**src/rtl/seg_chase_decoder.sv**
```systemverilog
// Receive-side monitor for a seven-segment figure-8 chaser: per-window duty measurement,
// head detection, chase position/direction/period tracking. Define SEG_SYNC_EN for a 2-flop input synchronizer.
module seg_chase_decoder #(
    parameter int WIN_BITS     = 5,
    parameter int HEAD_MIN     = 28,
    parameter int PERIOD_WIDTH = 16
) (
    input  logic                    clk,
    input  logic                    reset,
    input  logic [6:0]              seg,
    input  logic                    invert,
    output logic [2:0]              pos,
    output logic                    pos_valid,
    output logic                    dir,
    output logic                    step,
    output logic                    err,
    output logic [PERIOD_WIDTH-1:0] period
);

    localparam logic [WIN_BITS:0] HEAD_TH = (WIN_BITS+1)'(HEAD_MIN);

    logic [6:0]              s;
    logic [WIN_BITS-1:0]     wcnt;
    logic [WIN_BITS:0]       duty     [7];
    logic [WIN_BITS:0]       duty_sum [7];
    logic [6:0]              head_mask;
    logic [PERIOD_WIDTH-1:0] since;
    logic [PERIOD_WIDTH-1:0] since_inc;
    logic                    win_end;
    logic                    one_head;
    logic [2:0]              new_pos;
    logic [2:0]              g_pos;
    logic [2:0]              pos_inc;
    logic [2:0]              pos_dec;

    function automatic logic [PERIOD_WIDTH-1:0] sat_inc(input logic [PERIOD_WIDTH-1:0] v);
        return (v == '1) ? v : v + 1'b1;
    endfunction

`ifdef SEG_SYNC_EN
    logic [6:0] seg_meta, seg_sync;
    logic       inv_meta, inv_sync;

    always_ff @(posedge clk) begin
        if (!reset) begin
            seg_meta <= '0;
            seg_sync <= '0;
            inv_meta <= 1'b0;
            inv_sync <= 1'b0;
        end else begin
            seg_meta <= seg;
            seg_sync <= seg_meta;
            inv_meta <= invert;
            inv_sync <= inv_meta;
        end
    end

    assign s = seg_sync ^ {7{inv_sync}};
`else
    always_ff @(posedge clk) begin
        if (!reset) s <= '0;
        else        s <= seg ^ {7{invert}};
    end
`endif

    assign win_end   = (wcnt == '1);
    assign since_inc = sat_inc(since);
    assign pos_inc   = pos + 3'd1;
    assign pos_dec   = pos - 3'd1;
    // g sits on both loops of the figure 8; the previous head picks which crossing it is
    assign g_pos     = (pos_valid && pos >= 3'd5) ? 3'd6 : 3'd2;
    assign one_head  = (head_mask != 7'd0) && ((head_mask & (head_mask - 7'd1)) == 7'd0);

    // The closing sample is folded in so the head decision sees the full window
    always_comb begin
        for (int i = 0; i < 7; i++) begin
            duty_sum[i]  = duty[i] + (WIN_BITS+1)'(s[i]);
            head_mask[i] = (duty_sum[i] >= HEAD_TH);
        end
    end

    always_comb begin
        new_pos = 3'd0;
        case (head_mask)
            7'b0000001: new_pos = 3'd0;
            7'b0000010: new_pos = 3'd1;
            7'b0000100: new_pos = 3'd5;
            7'b0001000: new_pos = 3'd4;
            7'b0010000: new_pos = 3'd3;
            7'b0100000: new_pos = 3'd7;
            7'b1000000: new_pos = g_pos;
            default:    new_pos = 3'd0;
        endcase
    end

    always_ff @(posedge clk) begin
        if (!reset) begin
            wcnt      <= '0;
            since     <= '0;
            pos       <= 3'd0;
            pos_valid <= 1'b0;
            dir       <= 1'b0;
            step      <= 1'b0;
            err       <= 1'b0;
            period    <= '0;
            for (int i = 0; i < 7; i++) duty[i] <= '0;
        end else begin
            wcnt <= wcnt + 1'b1;
            step <= 1'b0;
            err  <= 1'b0;
            for (int i = 0; i < 7; i++) duty[i] <= win_end ? '0 : duty_sum[i];
            if (win_end) begin
                since <= since_inc;
                if (!one_head) begin
                    pos_valid <= 1'b0;
                end else if (!pos_valid) begin
                    pos       <= new_pos;
                    pos_valid <= 1'b1;
                end else if (new_pos == pos) begin
                    pos <= pos;
                end else if (new_pos == pos_inc || new_pos == pos_dec) begin
                    pos    <= new_pos;
                    dir    <= (new_pos == pos_inc);
                    step   <= 1'b1;
                    period <= since_inc;
                    since  <= '0;
                end else begin
                    pos <= new_pos;
                    err <= 1'b1;
                end
            end
        end
    end

endmodule
```
**config.mk**
```make
export PLATFORM = sky130hd
export DESIGN_NAME = seg_chase_decoder
export DESIGN_NICKNAME = d
export VERILOG_FILES = /design/src/rtl/seg_chase_decoder.sv
export SDC_FILE = /design/constraint.sdc
export NUM_CORES = 1
export LEC_CHECK = 0
export CAP_MARGIN = 10
export CORE_ASPECT_RATIO = 0.7
export CORE_MARGIN = 2
export CORE_UTILIZATION = 60
export CTS_BUF_LIST = sky130_fd_sc_hd__clkbuf_8
export DETAILED_ROUTE_END_ITERATION = 8
export PLACE_DENSITY = 0.87
export SLEW_MARGIN = 20
export SYNTH_ARGS = -nofsm -noshare
export SYNTH_HDL_FRONTEND = slang
export SYNTH_SLANG_ARGS = --single-unit
export TNS_END_PERCENT = 100
```
**constraint.sdc**
```tcl
create_clock -name clk -period 4.2 [get_ports clk]
set_clock_uncertainty 0.1 [all_clocks]
set_input_delay 1.05 -clock clk [delete_from_list [all_inputs] [get_ports clk]]
set_output_delay 1.05 -clock clk [all_outputs]
set_load 0.01 [all_outputs]
```
Yosys cells after proc, flatten, opt, wreduce, memory -nomap -nowiden. Memory sizes are Yosys's and may differ from the RTL's. Cells that the tools add are included.

Bits in registers: 51. Memory bits (writable): 42. Input bits: 10. Output and inout port bits: 23. Word-level logic and storage cells: 92. Memories: 1.

Memories: duty (words 7, bits a word 6, rd ports 7, clocked after Yosys merged registers in 0, write ports 7, line 24) `logic [WIN_BITS:0] duty [7];`.

Add/subtract/negate cells: 12. $lt $le $gt $ge: 8. Equality and inequality tests: 12. Muxes and demuxes: 28. Bitwise operators: 14. Reductions and logical operators: 8.

Operator list (number): 6-bit 2-to-1 mux (14); 16-bit 2-to-1 mux (5); 6-bit by 1-bit adder with 6-bit output (7); 6-bit by 5-bit >= comparator with 1-bit output (second input constant) (7); 3-bit one-hot mux with 6 select lines (1); 16-bit by 1-bit adder with 16-bit output (second input constant) (1); 16-bit equality test (second input constant) (1); 3-bit equality test (3); 3-bit 2-to-1 mux (3); 7-bit AND (1); 7-bit by 2-bit equality test with 1-bit output (second input constant) (1); 7-bit by 3-bit equality test with 1-bit output (second input constant) (1); 7-bit by 4-bit equality test with 1-bit output (second input constant) (1); 7-bit by 5-bit equality test with 1-bit output (second input constant) (1); 7-bit by 6-bit equality test with 1-bit output (second input constant) (1); 7-bit equality test (second input constant) (1); 7-bit zero test (1); 1-bit bitwise OR (7); 7-bit nonzero test (1); 7-bit by 1-bit subtractor with 7-bit output (second input constant) (1); 7-bit bitwise XOR (1); 5-bit by 1-bit adder with 5-bit output (second input constant) (1); 5-bit equality test (second input constant) (1); 1-bit 2-to-1 mux (5); 10 further kinds (15).

Longest topological paths before layout.
Word-level depth: 10. Depth in mapped cells: 14.

Worst setup path after synthesis. OpenSTA, ideal clock, no wires.

Path kind: reg2reg. From: register s[2]. To: register since[9]. Arrival time: 3.080 ns. Slack: 0.904 ns. Stages on the path, launching flop included: 14. Path buffers: 2. Cell sequence: dfxtp_1 -> ha_1 -> ha_1 -> and3b_1 -> o221ai_2 -> o21ai_1 -> or4b_1 -> o211a_2 -> nor3_2 -> nor3_1 -> or4_4 -> buf_6 -> buf_6 -> and3_1.

Longest elaborated chain between the ends: 10. Elaborated cells between the ends (all ways): 22. Classes of those cells: add/sub (2); order compare (1); eq/ne (9); mux (5); bitwise (1); reduce/logical (4).

RTL lines: from (decl) (line 22) `logic [6:0] s;`; from (signal assigned) (line 62) `else s <= seg ^ {7{invert}};`; 6-bit by 1-bit adder with 6-bit output (*) (line 77) `duty_sum[i] = duty[i] + (WIN_BITS+1)'(s[i]);`; 6-bit by 5-bit >= comparator with 1-bit output (*) (line 78) `head_mask[i] = (duty_sum[i] >= HEAD_TH);`; 7-bit equality test, or another cell as far along (line 84) `case (head_mask)`; 3-bit one-hot mux with 6 select lines (line 84); 3-bit equality test (line 121) `end else if (new_pos == pos_inc || new_pos == pos_dec) begin`; 1-bit logical OR (line 121); 16-bit 2-to-1 mux (line 121); 16-bit 2-to-1 mux (line 119) `end else if (new_pos == pos) begin`; 16-bit 2-to-1 mux (line 116) `end else if (!pos_valid) begin`; 16-bit 2-to-1 mux (*) (line 114) `if (!one_head) begin`; to (signal assigned) (line 113) `since <= since_inc;`; to (decl) (line 27) `logic [PERIOD_WIDTH-1:0] since;`.

Mark *: on every way between the ends. The rest lies on a longest branch, timed or not. A chain may end at the register's enable or synchronous reset.

Worst setup path in the final report.
From: register s[4]. To: register since[13].

The elaborated chain is that of the path after synthesis.

==> summary.md <==
| Metric | Value |
|---|---|
| Dominant register cell in the synthesized netlist | `sky130_fd_sc_hd__dfxtp_1` |
| Number of pins with negative max-slew slack in the final report | `0` |
| Filler-free cell count of the finished design | `665` |
| Worst IR drop on VDD | `277 uV` |
| CTS Root Cell | `sky130_fd_sc_hd__clkbuf_8` |
| Total negative slack | `0 ns` |
| Setup WS pre-CTS | `0.368 ns` |
| Share of final-layout standard cells stronger than drive strength 1 | `6.03%` |
| Number of nets produced by synthesis | `569` |
| Port buffer count | `32` |
| DRT iter0 DRCs | `around 310` |
| Commonest cells after routing, fill and taps aside | `sky130_fd_sc_hd__dfxtp_1, sky130_fd_sc_hd__nand2_1, sky130_fd_sc_hd__nor2_1, sky130_fd_sc_hd__xnor2_1, sky130_fd_sc_hd__nand3_1` |
| Static leakage | `0.00212 uW` |
| Path type of the worst setup path | `register to register` |
| Number of standard-cell rows in the floorplan | `27` |
| Slew of the pin with the lowest slew margin | `between 0.9 and 1 ns` |
| Clock-pin transition on the worst setup and hold timing paths | `0.09 ns` |
| Number of antenna violations at the first check in global routing | `0` |
| Class of the most critical hold timing path | `register to register` |
| Post-route ant nets | `0` |
| F_max | `0.258 GHz` |
| Worst R2R Setup Slack | `0.33 ns` |
| Required time of the critical path | `4.37 ns` |
| Crit path capture type | `register` |
| Top fanout value on the critical path | `27` |
| Routed WL per cell | `16.0 microns` |
| Total DRC errors in the routed layout | `0` |
| Netlist Area Pre-Place | `4790 sq um` |
| Synth Area per Inst | `a little under 9 sq um` |
| Layout Nets | `around 590` |
| Sum of overflow across all layers after global routing | `0` |
| Total GRT Usage | `24.9%` |
| Total number of vias | `3,981` |
| Final Worst Setup Slack | `between 0.3 and 0.4 ns` |
| Seq. cell area | `1860 sq um` |
| # IOs | `33` |
| Sequential-to-total area share from yosys stat | `38.8%` |
| Clock tree from TritonCTS | `done` |
| Post-Route Hold Slack | `0.348 ns` |
| Power per cell area | `291 nW/um^2` |
| Tightest slew margin relative to the limit | `33.9%` |
| First-pass GRT wire length | `17.5 mm` |
| Share of the core filled with cells | `68.1%` |
| Die outline area | `around 8700 sq um` |
| CTS max path bufs | `2` |
| Number of sinks on the clock net | `93` |
| Later-pin clock latency in the skew report | `0.37 ns` |
| Synthesized instance count | `539` |
| Ys async rst share | `0%` |
| DIE HEIGHT | `78.8 microns` |
| Number of flops mapped to enable cells by yosys | `0` |
| Startpoint Class | `register` |
| Post-detailed-route via-to-cell ratio | `5.99` |
| Worst path arrival time | `4.04 ns` |
| DP Wirelength | `about 7.4 mm` |
| Htree depth | `3` |
| Gp weighted congestion | `between 0.8 and 0.9` |
| Post-CTS Setup Bufs | `0` |
| Iteration count of the initial detailed-routing pass | `5` |
| Number of fill cells in the layout | `just over 600` |
| CTS buffer count | `9` |
| Max-cap viol count | `0` |
| Vias in the first global route | `~3.8k` |
| RSZ-0062 raised after global routing | `false` |
| DP Cell Count | `about 650` |
| Quantity of hold-fixing buffers added after cts | `0` |
| Horizontal die dimension | `about 110 microns` |
| Diodes inserted | `0` |
| Number of resized instances in the post-cts repair step | `0` |
| Leading cell type in the layout, fill and taps excluded | `sky130_fd_sc_hd__dfxtp_1` |
| Clock period minus worst slack | `3.87 ns` |
| Routed WL | `10.6 mm` |
| Final count of hold timing violations | `0` |
| Area of combinational cells with multiple inputs | `2770 sq um` |
| Fraction of the cycle the final worst path needs | `92.1%` |
| Initial core utilization | `61.4%` |
| Register bit count reported by yosys | `93` |
| Status | `complete, no violations` |
| Layout Area Growth over Synthesis | `10.9%` |
| Total number of yosys warnings | `0` |
| Maximum number of pins on one net before global-route repair | `61` |
| Distinct cells, synth | `slightly above 60` |
| Core area | `7800 sq um` |
| Final setup violating endpoints | `0` |
[final cells by class]
class,instances,area share [%]
well taps,101,2.38
multi-input cells,410,52.1
clock buffers,12,3.11
flip-flops and latches,93,35.0
inverters,12,0.848
repair buffers,33,6.07
clock inverters,4,0.424
[sequential cells by signal, indices dropped and copies added, names as in the netlist]
| name | flops |
|---|---|
| pos_valid | 1 |
| period | 16 |
| s | 7 |
| dir | 1 |
| err | 1 |
| wcnt | 5 |
| step | 1 |
| duty | 42 |
| since | 16 |
| pos | 3 |
[worst paths after layout]
kind                               from         to  cells after the start
worst max-delay path               s[4]  since[13]                     11
worst min register to register  wcnt[0]    wcnt[0]                      1
worst max register to register     s[4]  since[13]                     11
worst min-delay path            wcnt[0]    wcnt[0]                      1
[kinds of logic (layout without fill, tap and decap cells)]
kind of cell    Yosys count  count (layout)  synth area share, %
compound gates           77              77                 12.9
fa+ha+maj                20              20                 5.22
buf+inv                  36              61                 3.37
mux                      23              23                 4.88
simple gates            232             232                 24.2
flops                    93              93                 38.8
xor+xnor                 58              58                 10.6
[per-stage QoR]
stage | instance area (sq um) | power [uW]
CTS | 5310 | 1550
floorplan | 4790 | 970
finish | 5310 | 1550
global route | 5310 | 1600
global placement | 5130 | 988
detailed placement | 5130 | 993
[worst max-delay path, cell delays in order, from the launching register on]
cell	delay, ns
sky130_fd_sc_hd__dfxtp_1	0.31
sky130_fd_sc_hd__ha_1	0.23
sky130_fd_sc_hd__ha_1	0.26
sky130_fd_sc_hd__and3b_1	0.24
sky130_fd_sc_hd__o221ai_1	0.16
sky130_fd_sc_hd__o21ai_1	0.59
sky130_fd_sc_hd__nand2_1	0.19
sky130_fd_sc_hd__o21a_1	0.19
sky130_fd_sc_hd__a221oi_2	0.35
sky130_fd_sc_hd__nor3_1	0.14
sky130_fd_sc_hd__or4_4	0.74
sky130_fd_sc_hd__and4b_1	0.27
[cells in the mapped netlist (all sizes together), types with 9 or more instances]
master  count  area (sq um)
xor2       19           166
inv        11          41.3
and3       28           175
mux2i      20           200
clkbuf     18          67.6
o21ai      11          62.6
xnor2      39           342
dfxtp      93          1860
and2        9          56.3
nand2      61           229
ha         20           250
nand3      33           165
nor2       55           209
a21oi      14          70.1
[power by group]
part	switching, uW	internal [uW]
combinational	34.8	27.4
clock	313	261
sequential	9.79	900
[layer usage]
| layer | GRT usage, % | vias up | part of all wire, % |
|---|---|---|---|
| li1 | - | 1947 | - |
| met1 | 31.9 | 1871 | 45 |
| met2 | 41.0 | 143 | 46 |
| met3 | 5.73 | 20 | 6.2 |
| met4 | 10.6 | 0 | 2.1 |
| met5 | 0 | - | 0 |
(Power assumes the default switching activity.)
